==> config.mk <==
export PLATFORM = sky130hd
export DESIGN_NAME = uart_rx_fifo
export DESIGN_NICKNAME = d
export VERILOG_FILES = /design/src/rtl/uart_pkg.sv /design/src/rtl/sync_fifo.sv /design/src/rtl/uart_rx_fifo.sv
export SDC_FILE = /design/constraint.sdc
export NUM_CORES = 1
export LEC_CHECK = 0
export CORE_AREA = 2 2 106 108
export DETAILED_ROUTE_END_ITERATION = 7
export DIE_AREA = 0 0 108 110
export PLACE_DENSITY = 0.78
export SETUP_SLACK_MARGIN = 0.05
export SYNTH_ARGS = -nofsm -noshare
export SYNTH_HDL_FRONTEND = slang
export SYNTH_SLANG_ARGS = --single-unit
==> constraint.sdc <==
create_clock -name clk -period 3.55 [get_ports clk]
set_clock_uncertainty 0.15 [all_clocks]
set_input_delay 1.065 -clock clk [delete_from_list [all_inputs] [get_ports clk]]
set_output_delay 1.065 -clock clk [all_outputs]
set_load 0.05 [all_outputs]
==> src/rtl/uart_pkg.sv <==
// Types shared by uart_rx and its receive-side buffering.
package uart_pkg;

    typedef logic [7:0] uart_byte_t;

    // Per-byte status that uart_rx raises alongside its data pulse.
    typedef struct packed {
        logic valid;
        logic error;
        logic brk;
    } uart_rx_status_t;

    function automatic logic byte_is_clean(input uart_rx_status_t st);
        return st.valid && !st.error && !st.brk;
    endfunction

endpackage

==> src/rtl/sync_fifo.sv <==
// Flop-array FIFO with extra-MSB pointers. Flush wins over push and pop.
module sync_fifo #(
    parameter int Width = 8,
    parameter int Depth = 16
) (
    input  logic                     clk,
    input  logic                     rst_n,
    input  logic                     push,
    input  logic                     pop,
    input  logic                     flush,
    input  logic [Width-1:0]         wdata,
    output logic [Width-1:0]         rdata,
    output logic                     full,
    output logic                     empty,
    output logic [$clog2(Depth):0]   count
);

    localparam int AddrWidth = $clog2(Depth);
    localparam logic [AddrWidth:0] PtrOne = 1;

    logic [Width-1:0]     mem [Depth];
    logic [AddrWidth:0]   wr_ptr;
    logic [AddrWidth:0]   rd_ptr;
    logic                 do_push;
    logic                 do_pop;

    assign empty = (wr_ptr == rd_ptr);
    assign full  = (wr_ptr[AddrWidth] != rd_ptr[AddrWidth]) &&
                   (wr_ptr[AddrWidth-1:0] == rd_ptr[AddrWidth-1:0]);
    assign count = wr_ptr - rd_ptr;

    assign do_pop  = pop && !empty && !flush;
    // A push into a full FIFO is legal only when the head leaves in the same cycle.
    assign do_push = push && (!full || do_pop) && !flush;

    always_ff @(posedge clk or negedge rst_n) begin
        if (!rst_n) begin
            wr_ptr <= '0;
            rd_ptr <= '0;
        end else if (flush) begin
            wr_ptr <= '0;
            rd_ptr <= '0;
        end else begin
            if (do_push) wr_ptr <= wr_ptr + PtrOne;
            if (do_pop)  rd_ptr <= rd_ptr + PtrOne;
        end
    end

    always_ff @(posedge clk) begin
        if (do_push) mem[wr_ptr[AddrWidth-1:0]] <= wdata;
    end

    assign rdata = mem[rd_ptr[AddrWidth-1:0]];

endmodule

==> src/rtl/uart_rx_fifo.sv <==
// Receive byte buffer: filters framing errors, flushes on break, flags overflow
// rather than back-pressuring uart_rx.
module uart_rx_fifo
    import uart_pkg::*;
#(
    parameter int Depth       = 16,
    parameter int ErrCntWidth = 8
) (
    input  logic                     clk,
    input  logic                     rst_n,
    input  uart_byte_t               rx_data,
    input  logic                     rx_valid,
    input  logic                     rx_error,
    input  logic                     rx_break,
    output uart_byte_t               out_data,
    output logic                     out_valid,
    input  logic                     out_ready,
    output logic [$clog2(Depth):0]   count,
    output logic                     overflow,
    output logic                     break_seen,
    output logic [ErrCntWidth-1:0]   error_count,
    input  logic                     clear_flags
);

    localparam logic [ErrCntWidth-1:0] ErrOne = 1;

    uart_rx_status_t rx_status;
    logic            push_req;
    logic            err_byte;
    logic            pop;
    logic            full;
    logic            empty;

    assign rx_status = '{valid: rx_valid, error: rx_error, brk: rx_break};
    assign push_req  = byte_is_clean(rx_status);
    assign err_byte  = rx_valid && rx_error;
    assign out_valid = !empty;
    assign pop       = out_valid && out_ready && !rx_break;

    sync_fifo #(
        .Width (8),
        .Depth (Depth)
    ) u_fifo (
        .clk   (clk),
        .rst_n (rst_n),
        .push  (push_req),
        .pop   (pop),
        .flush (rx_break),
        .wdata (rx_data),
        .rdata (out_data),
        .full  (full),
        .empty (empty),
        .count (count)
    );

    // Set events take priority over clear_flags in the same cycle.
    always_ff @(posedge clk or negedge rst_n) begin
        if (!rst_n) begin
            overflow    <= 1'b0;
            break_seen  <= 1'b0;
            error_count <= '0;
        end else begin
            if (push_req && full && !pop) overflow <= 1'b1;
            else if (clear_flags)         overflow <= 1'b0;

            if (rx_break)         break_seen <= 1'b1;
            else if (clear_flags) break_seen <= 1'b0;

            if (err_byte) begin
                if (clear_flags)              error_count <= ErrOne;
                else if (error_count != '1)   error_count <= error_count + ErrOne;
            end else if (clear_flags) begin
                error_count <= '0;
            end
        end
    end

endmodule

### After elaboration in Yosys (flattened, before gate mapping)

Memory sizes are Yosys's and may differ from the RTL's.
Index checks and enable logic that the tools add are counted.

* add/subtract/negate cells: 4
* equal/unequal tests: 4
* multiplexer cells: 13
* reductions and logical operators: 25

Operators by type and width (number)
* $mux 8: 4
* $mux 5: 4
* $logic_and 1x1->1: 12
* $reduce_bool 2->1: 6
* $add 5x1->5 const B: 2
* $add 8x1->8 const B: 1
* $ne 8x8->1 const B: 1
* $eq 5x5->1: 1
* $logic_not 1->1: 5
* $mux 1: 5
* $sub 5x5->5: 1
* $eq 4x4->1: 1
* $reduce_and 2->1: 1
* $logic_or 1x1->1: 1
* $ne 1x1->1: 1

* register bits: 20
* RAM bits: 128
* input port bits: 15
* memories: 1

Memories
* u_fifo.mem: words 16, bits a word 8, read ports 1, clocked after Yosys merged registers in 0, write ports 1, line sync_fifo.sv:21 `logic [Width-1:0] mem [Depth];`

### Logic depth before layout (Yosys ltp)

Gate-level depths: netlist (run 1).

* depth after elaboration: 11
* gate-level depth with buffers: 9
* mapped depth without buffers: 7

### Modules after synthesis

A second synthesis (run 1) with hierarchy kept.

* cell total of the unflattened synthesis: 369
* area, all modules: 6326.1 um2

Modules (own cells, without submodules)
* sync_fifo: times used 1, cells an instance 311, area an instance 5743.0 um2, seq. area each 4093.9 um2
* uart_rx_fifo: times used 1, cells an instance 58, area an instance 583.1 um2, seq. area each 250.2 um2

### Least setup slack after synthesis (run 1)

No wires, ideal clock.

* path kind: register to output
* from: register u_fifo.rd_ptr[1]
* to: output port count[3]
* arrival: 2.244 ns
* required time: 2.335 ns
* slack: 0.091 ns
* cell stages (with the launch flop): 8
* buffers on the path: 2
* path through: dfrtp_1 -> buf_2 -> buf_1 -> inv_1 -> ha_1 -> a21o_1 -> a21oi_1 -> xnor2_1

* longest elaborated chain between the ends: 1

Ends and longest elaborated chain
* start, declared: line sync_fifo.sv:23 `logic [AddrWidth:0] rd_ptr;`
* start signal, assigned: line sync_fifo.sv:45 `if (do_pop) rd_ptr <= rd_ptr + PtrOne;`
* $sub 5x5->5: line sync_fifo.sv:30 `assign count = wr_ptr - rd_ptr;`
* end, declared: line uart_rx_fifo.sv:18 `output logic [$clog2(Depth):0] count,`

No other way between the ends.

### Final worst setup path (run 1)

* from: register u_fifo.rd_ptr[0]
* to: output port out_data[5]

* longest elaborated chain between the ends: 1

Ends and longest elaborated chain
* $mem_v2 16x8
* end, declared: line uart_rx_fifo.sv:15 `output uart_byte_t out_data,`

No other way between the ends.

==> metrics.cfg, run 1 <==
[synth]
netlist.area_leader.share_pct=62.6
synth_area_sq_mm=0.00614
syn_inst=353
syn-num-nets=379
synth_edf_count=128
yosysSeqAreaShare_pct=70.7
async_flop_share_pct=13.5
synth_compound_area_share_pct=4.97
ys_ff_latch=148
syn-mean-instance-area_sq_um=17.4
synth_top_family_by_area=multiplexers
synth_warnings=0
synth_top_flop_cell=edfxtp_1
synthMuxAreaShare_pct=12.5
synth_top_cell_by_area=edfxtp_1
synth_fa_ha_area_share_pct=2.36
ys_types=43
yosys.area_share.simple_pct=6.09
synth_area_leaders=edfxtp_1 63%, mux4_2 12%, dfrtp_1 8.1%
synthXorXnorAreaFrac_pct=1.43

[global_route]
antenna_found_initial=0
grt_pass1_vias=3522
use_met2_pct=40.9
grt.met3_usage_pct=5.76
top_usage_layer=met2
grt-ovfl-total=0
grt_max_degree=36
grt_pass1_wl_um=19400
track_usage_pct=23.2
grt_use_met1_pct=29.0

[routing]
via_per_inst=5.94
drtIter0Drc=256
drtPass1Iterations=4
wl_um=12700
wire_per_inst_um=21.8
vias=3444
drc=0
drtAntennaViolNets=0

[place]
place_area_sq_mm=0.00683
dp_hpwl_um=7570
numPortBuffers=38
gp_congestion=0.851

[cts]
clk_path_buf_depth=2
hold_buffers=0
path_clk_slew_ps=60
worstSkewPairLatency_ps=520
cts_tree=yes
numCtsBuffers=17
cts.sinks=148
cts_root_buf=clkbuf_8
h-tree-depth=4

[final_layout]
final_cell_mix=128 x edfxtp_1, 32 x mux4_2, 30 x buf_4
insertedDiodeCount=0
fillCellCount=656
fin_area_sq_mm=0.00763
synthToLayoutAreaGrowth_pct=24.1
final_common_cell=edfxtp_1
fin_nets=453
drive_gt1_share_pct=28.2

[hold_path]
min_path_type=reg -> reg

[die]
fp.dieH_um=110
core_area_sq_mm=0.0107
ioPinCount=39
die_area_sq_mm=0.0119
rows=38
die_w_um=108
initial_core_util_pct=57.4

[power]
p_leak_uw=0.00263
power.density_mw_per_mm2=575
pwr-share-comb_pct=15.4
clockPowerShare_pct=40.9
switching_share_pct=24.6
p_int_uw=3310
pwr-share-seq_pct=43.7
fin_total_pwr_uw=4390
p_sw_uw=1080
peakVddDrop_mv=0.384

[timing]
post-route-min-period_ps=3490
fin_crit_sh_pct=98.4
final-hold-violation-count=0
slew_headroom_pct=45.3
max_freq_mhz=286
setup_viol=0
tightest_slew_ps=817
slew_viol_final=0
rsz0062_at_grt=true

[worst_setup_path]
start_kind=flop
crit_path_end_kind=output pin
crit_arrival_ps=2280
cp_max_fo=17
crit_required_ps=2330
crit_type=reg -> out
r2r_slack_ps=1000

[outcome]
status=finished, final reports clean

[run]
maxCapViolations=0

-- cells in the mapped netlist (3+ instances only) --
library cell	count
nand4_1	4
ha_1	10
dfrtp_1	20
a21oi_1	8
a22oi_1	16
nand3_1	10
clkbuf_1	6
o21ai_0	4
or3_1	3
a21o_1	3
nand2_1	15
buf_4	3
nor2_1	27
nor3_1	6
nor2b_1	3
xor2_1	4
mux4_2	32
mux2i_1	3
edfxtp_1	128
inv_1	13
xnor2_1	6
-- flip-flops by register name, indices dropped and copies added, names as in the netlist --
register	count
u_fifo.wr_ptr	5
error_count	8
break_seen	1
u_fifo.rd_ptr	5
u_fifo.mem	128
overflow	1
-- worst max-delay path, stage by stage (launching register included) --
cell and delay (ps):
dfrtp_2 440, buf_12 200, mux4_2 510, a22oi_1 290, nand2_1 100, buf_4 200
-- power groups by stage --
| stage | clock network (uW) | logic (uW) | registers (uW) |
|---|---|---|---|
| floorplan | 0 | 377 | 1960 |
| global placement | 0 | 568 | 1950 |
| detailed placement | 0 | 575 | 1950 |
| CTS | 1810 | 654 | 1920 |
| global route | 1890 | 714 | 1920 |
| finish | 1800 | 675 | 1920 |
-- through the flow --
step	setup slack (ps)	setup TNS, ps	std cells	util (%)	hold WS, ps
2_1_floorplan	91.3	0	353	-	411
3_3_place_gp	376	0	538	63.8	317
3_5_place_dp	301	0	538	63.8	336
4_1_cts	33.5	0	576	70.7	355
5_1_grt	-48.4	-97.5	580	71.3	369
6_report	58.1	0	580	71.3	348
-- cells by family after synthesis --
| kind of cell | count (synthesis) |
|---|---|
| flops | 148 |
| fa+ha+maj | 11 |
| xor+xnor | 10 |
| mux | 36 |
| compound gates | 44 |
| buf+inv | 27 |
| simple gates | 77 |
-- layer usage --
layer	up-vias	part of all wire (%)
met2	104	54
met4	0	0.90
li1	1548	-
met5	-	0
met3	13	4.2
met1	1779	41
-- timing repair --
| item | CTS | global route |
|---|---|---|
| gates resized for setup | 13 | 7 |
| pin swaps | 2 | 6 |
| gates cloned | 2 | 0 |
| buffers inserted | 4 | 4 |
| endpoints found under the setup margin | 9 | 10 |
-- area by class of cell --
class / count / area (sq um) / area share, %
flip-flops and latches: 148 / 4350 / 57.0
multi-input cells: 178 / 1730 / 22.6
repair buffers: 69 / 739 / 9.69
clock inverters: 14 / 175 / 2.30
inverters: 13 / 48.8 / 0.640
clock buffers: 18 / 418 / 5.48
well taps: 140 / 175 / 2.30
-- path summary, 6_finish.rpt --
check                               endpoint  depth (start not counted)              from
max reg2reg                u_fifo.mem[12][2]                          7  u_fifo.wr_ptr[2]
max in group asynchronous   u_fifo.rd_ptr[0]                          2             rst_n
min reg2reg                       break_seen                          1        break_seen
max                              out_data[5]                          5  u_fifo.rd_ptr[0]
min in group asynchronous   u_fifo.wr_ptr[2]                          2             rst_n
min                               break_seen                          1        break_seen
No activity file was read; power rests on OpenSTA's default activity.
==> inputs of run 2 (changes only) <==
CORE_AREA = 5 5 109 111   (was 2 2 106 108)
DIE_AREA = 0 0 114 116   (was 0 0 108 110)
GPL_ROUTABILITY_DRIVEN = 0   (was not set)
==> metrics.cfg, run 2 (synthesis results as in run 1) <==
[outcome]
status=finished, final reports clean

[die]
rows=38
fp.dieH_um=116
die_area_sq_mm=0.0132
core_area_sq_mm=0.0107
initial_core_util_pct=57.4
ioPinCount=39
die_w_um=114

[cts]
cts.sinks=148
cts_tree=yes
numCtsBuffers=17
worstSkewPairLatency_ps=510
h-tree-depth=4
cts_root_buf=clkbuf_8
clk_path_buf_depth=2
path_clk_slew_ps=60

[global_route]
grt_max_degree=36
grt_pass1_wl_um=20600
antenna_found_initial=0
track_usage_pct=21.5
grt-ovfl-total=0
grt_pass1_vias=3539

[final_layout]
final_cells=578
fillCellCount=675
synthToLayoutAreaGrowth_pct=24.8
fin_area_sq_mm=0.00767
final_common_cell=edfxtp_1
drive_gt1_share_pct=29.7
largest_reg_flops=128
fin_nets=451
insertedDiodeCount=0
final_cell_mix=128 x edfxtp_1, 32 x mux4_2, 26 x buf_4
final_util_pct=71.7

[routing]
wire_per_inst_um=23.0
wl_met1_um=5470
wl_met3_um=1010
highest_layer=met4
wl_um=13300
vias=3481
drc=0
drtAntennaViolNets=0
via_per_inst=6.02
drtPass1Iterations=5
drtIter0Drc=384
wl_met2_um=6600

[timing]
rsz0062_at_grt=true
max_freq_mhz=287
slew_headroom_pct=55.4
post-route-min-period_ps=3490
tightest_slew_ps=666
fin_crit_sh_pct=98.2
finalWorstSetupSlack_ps=64.5
setup_viol=0
hold_ws_ps=347
slew_viol_final=0
final-hold-violation-count=0

[hold_path]
hold_depth=1
min_path_type=reg -> reg

[place]
dp_hpwl_um=7760
place_area_sq_mm=0.00684
pre_cts_slack_ps=268
numPortBuffers=38
dp_cells=539

[worst_setup_path]
crit_arrival_ps=2270
crit_path_end_kind=output pin
crit_type=reg -> out
cp_max_fo=17
crit_required_ps=2330
ff2ff_path_depth=7
start_kind=flop

[power]
clockPowerShare_pct=41.1
pwr-share-seq_pct=43.4
switching_share_pct=23.7
p_int_uw=3370
peakVddDrop_mv=0.406
pwr-share-comb_pct=15.5
p_sw_uw=1050
power.density_mw_per_mm2=576
p_leak_uw=0.00261

[run]
maxCapViolations=0

run 2: power groups by stage:
stage	logic (uW)	registers (uW)	clock network (uW)
after floorplan	377	1960	0
after global placement	582	1950	0
after detailed placement	584	1950	0
after CTS	667	1920	1830
after global routing	723	1920	1920
final	685	1920	1820
run 2: repair_timing:
item,4_1_cts,5_1_grt
hold buffers,0,0
resized for setup,12,19
hold endpoints to repair,0,0
pin swaps,3,4
cloned,2,0
endpoints found under the setup margin,9,9
buffers inserted,4,1
run 2: final timing paths:
kind                             startpoint  slack (ps)           endpoint
hold reg to reg                  break_seen         350         break_seen
min in group asynchronous             rst_n         740   u_fifo.rd_ptr[1]
setup / recovery           u_fifo.rd_ptr[0]          60        out_data[7]
max in group asynchronous             rst_n        2280   u_fifo.wr_ptr[2]
setup reg to reg           u_fifo.wr_ptr[2]        1020  u_fifo.mem[13][5]
hold / removal                   break_seen         350         break_seen
run 2: final cells by class:
| cell class | instances | area (sq um) | share of cell area [%] |
|---|---|---|---|
| clock buffer | 20 | 425 | 5.55 |
| clock inverter | 12 | 181 | 2.37 |
| inverter | 13 | 48.8 | 0.637 |
| multi-input combinational | 178 | 1760 | 22.9 |
| sequential | 148 | 4350 | 56.7 |
| tap | 140 | 175 | 2.28 |
| timing repair buffer | 67 | 732 | 9.55 |
run 2: worst max-delay path, cell delays in order (launching register included):
cell and delay [ps]:
dfrtp_2 440, buf_12 200, mux4_2 550, a22oi_2 280, nand2_1 100, buf_6 160
run 2: per-layer routing:
metal  track usage, %  up-vias
met5                0        -
met4             6.89        0
met1             29.6     1767
li1                 -     1539
met2             34.1      164
met3             5.69       11
run 2: stage by stage:
stage | TNS [ps] | power, uW
3_3_place_gp | 0 | 2530
4_1_cts | 0 | 4420
6_report | 0 | 4420
3_5_place_dp | 0 | 2540
2_1_floorplan | 0 | 2340
5_1_grt | -3.27 | 4560
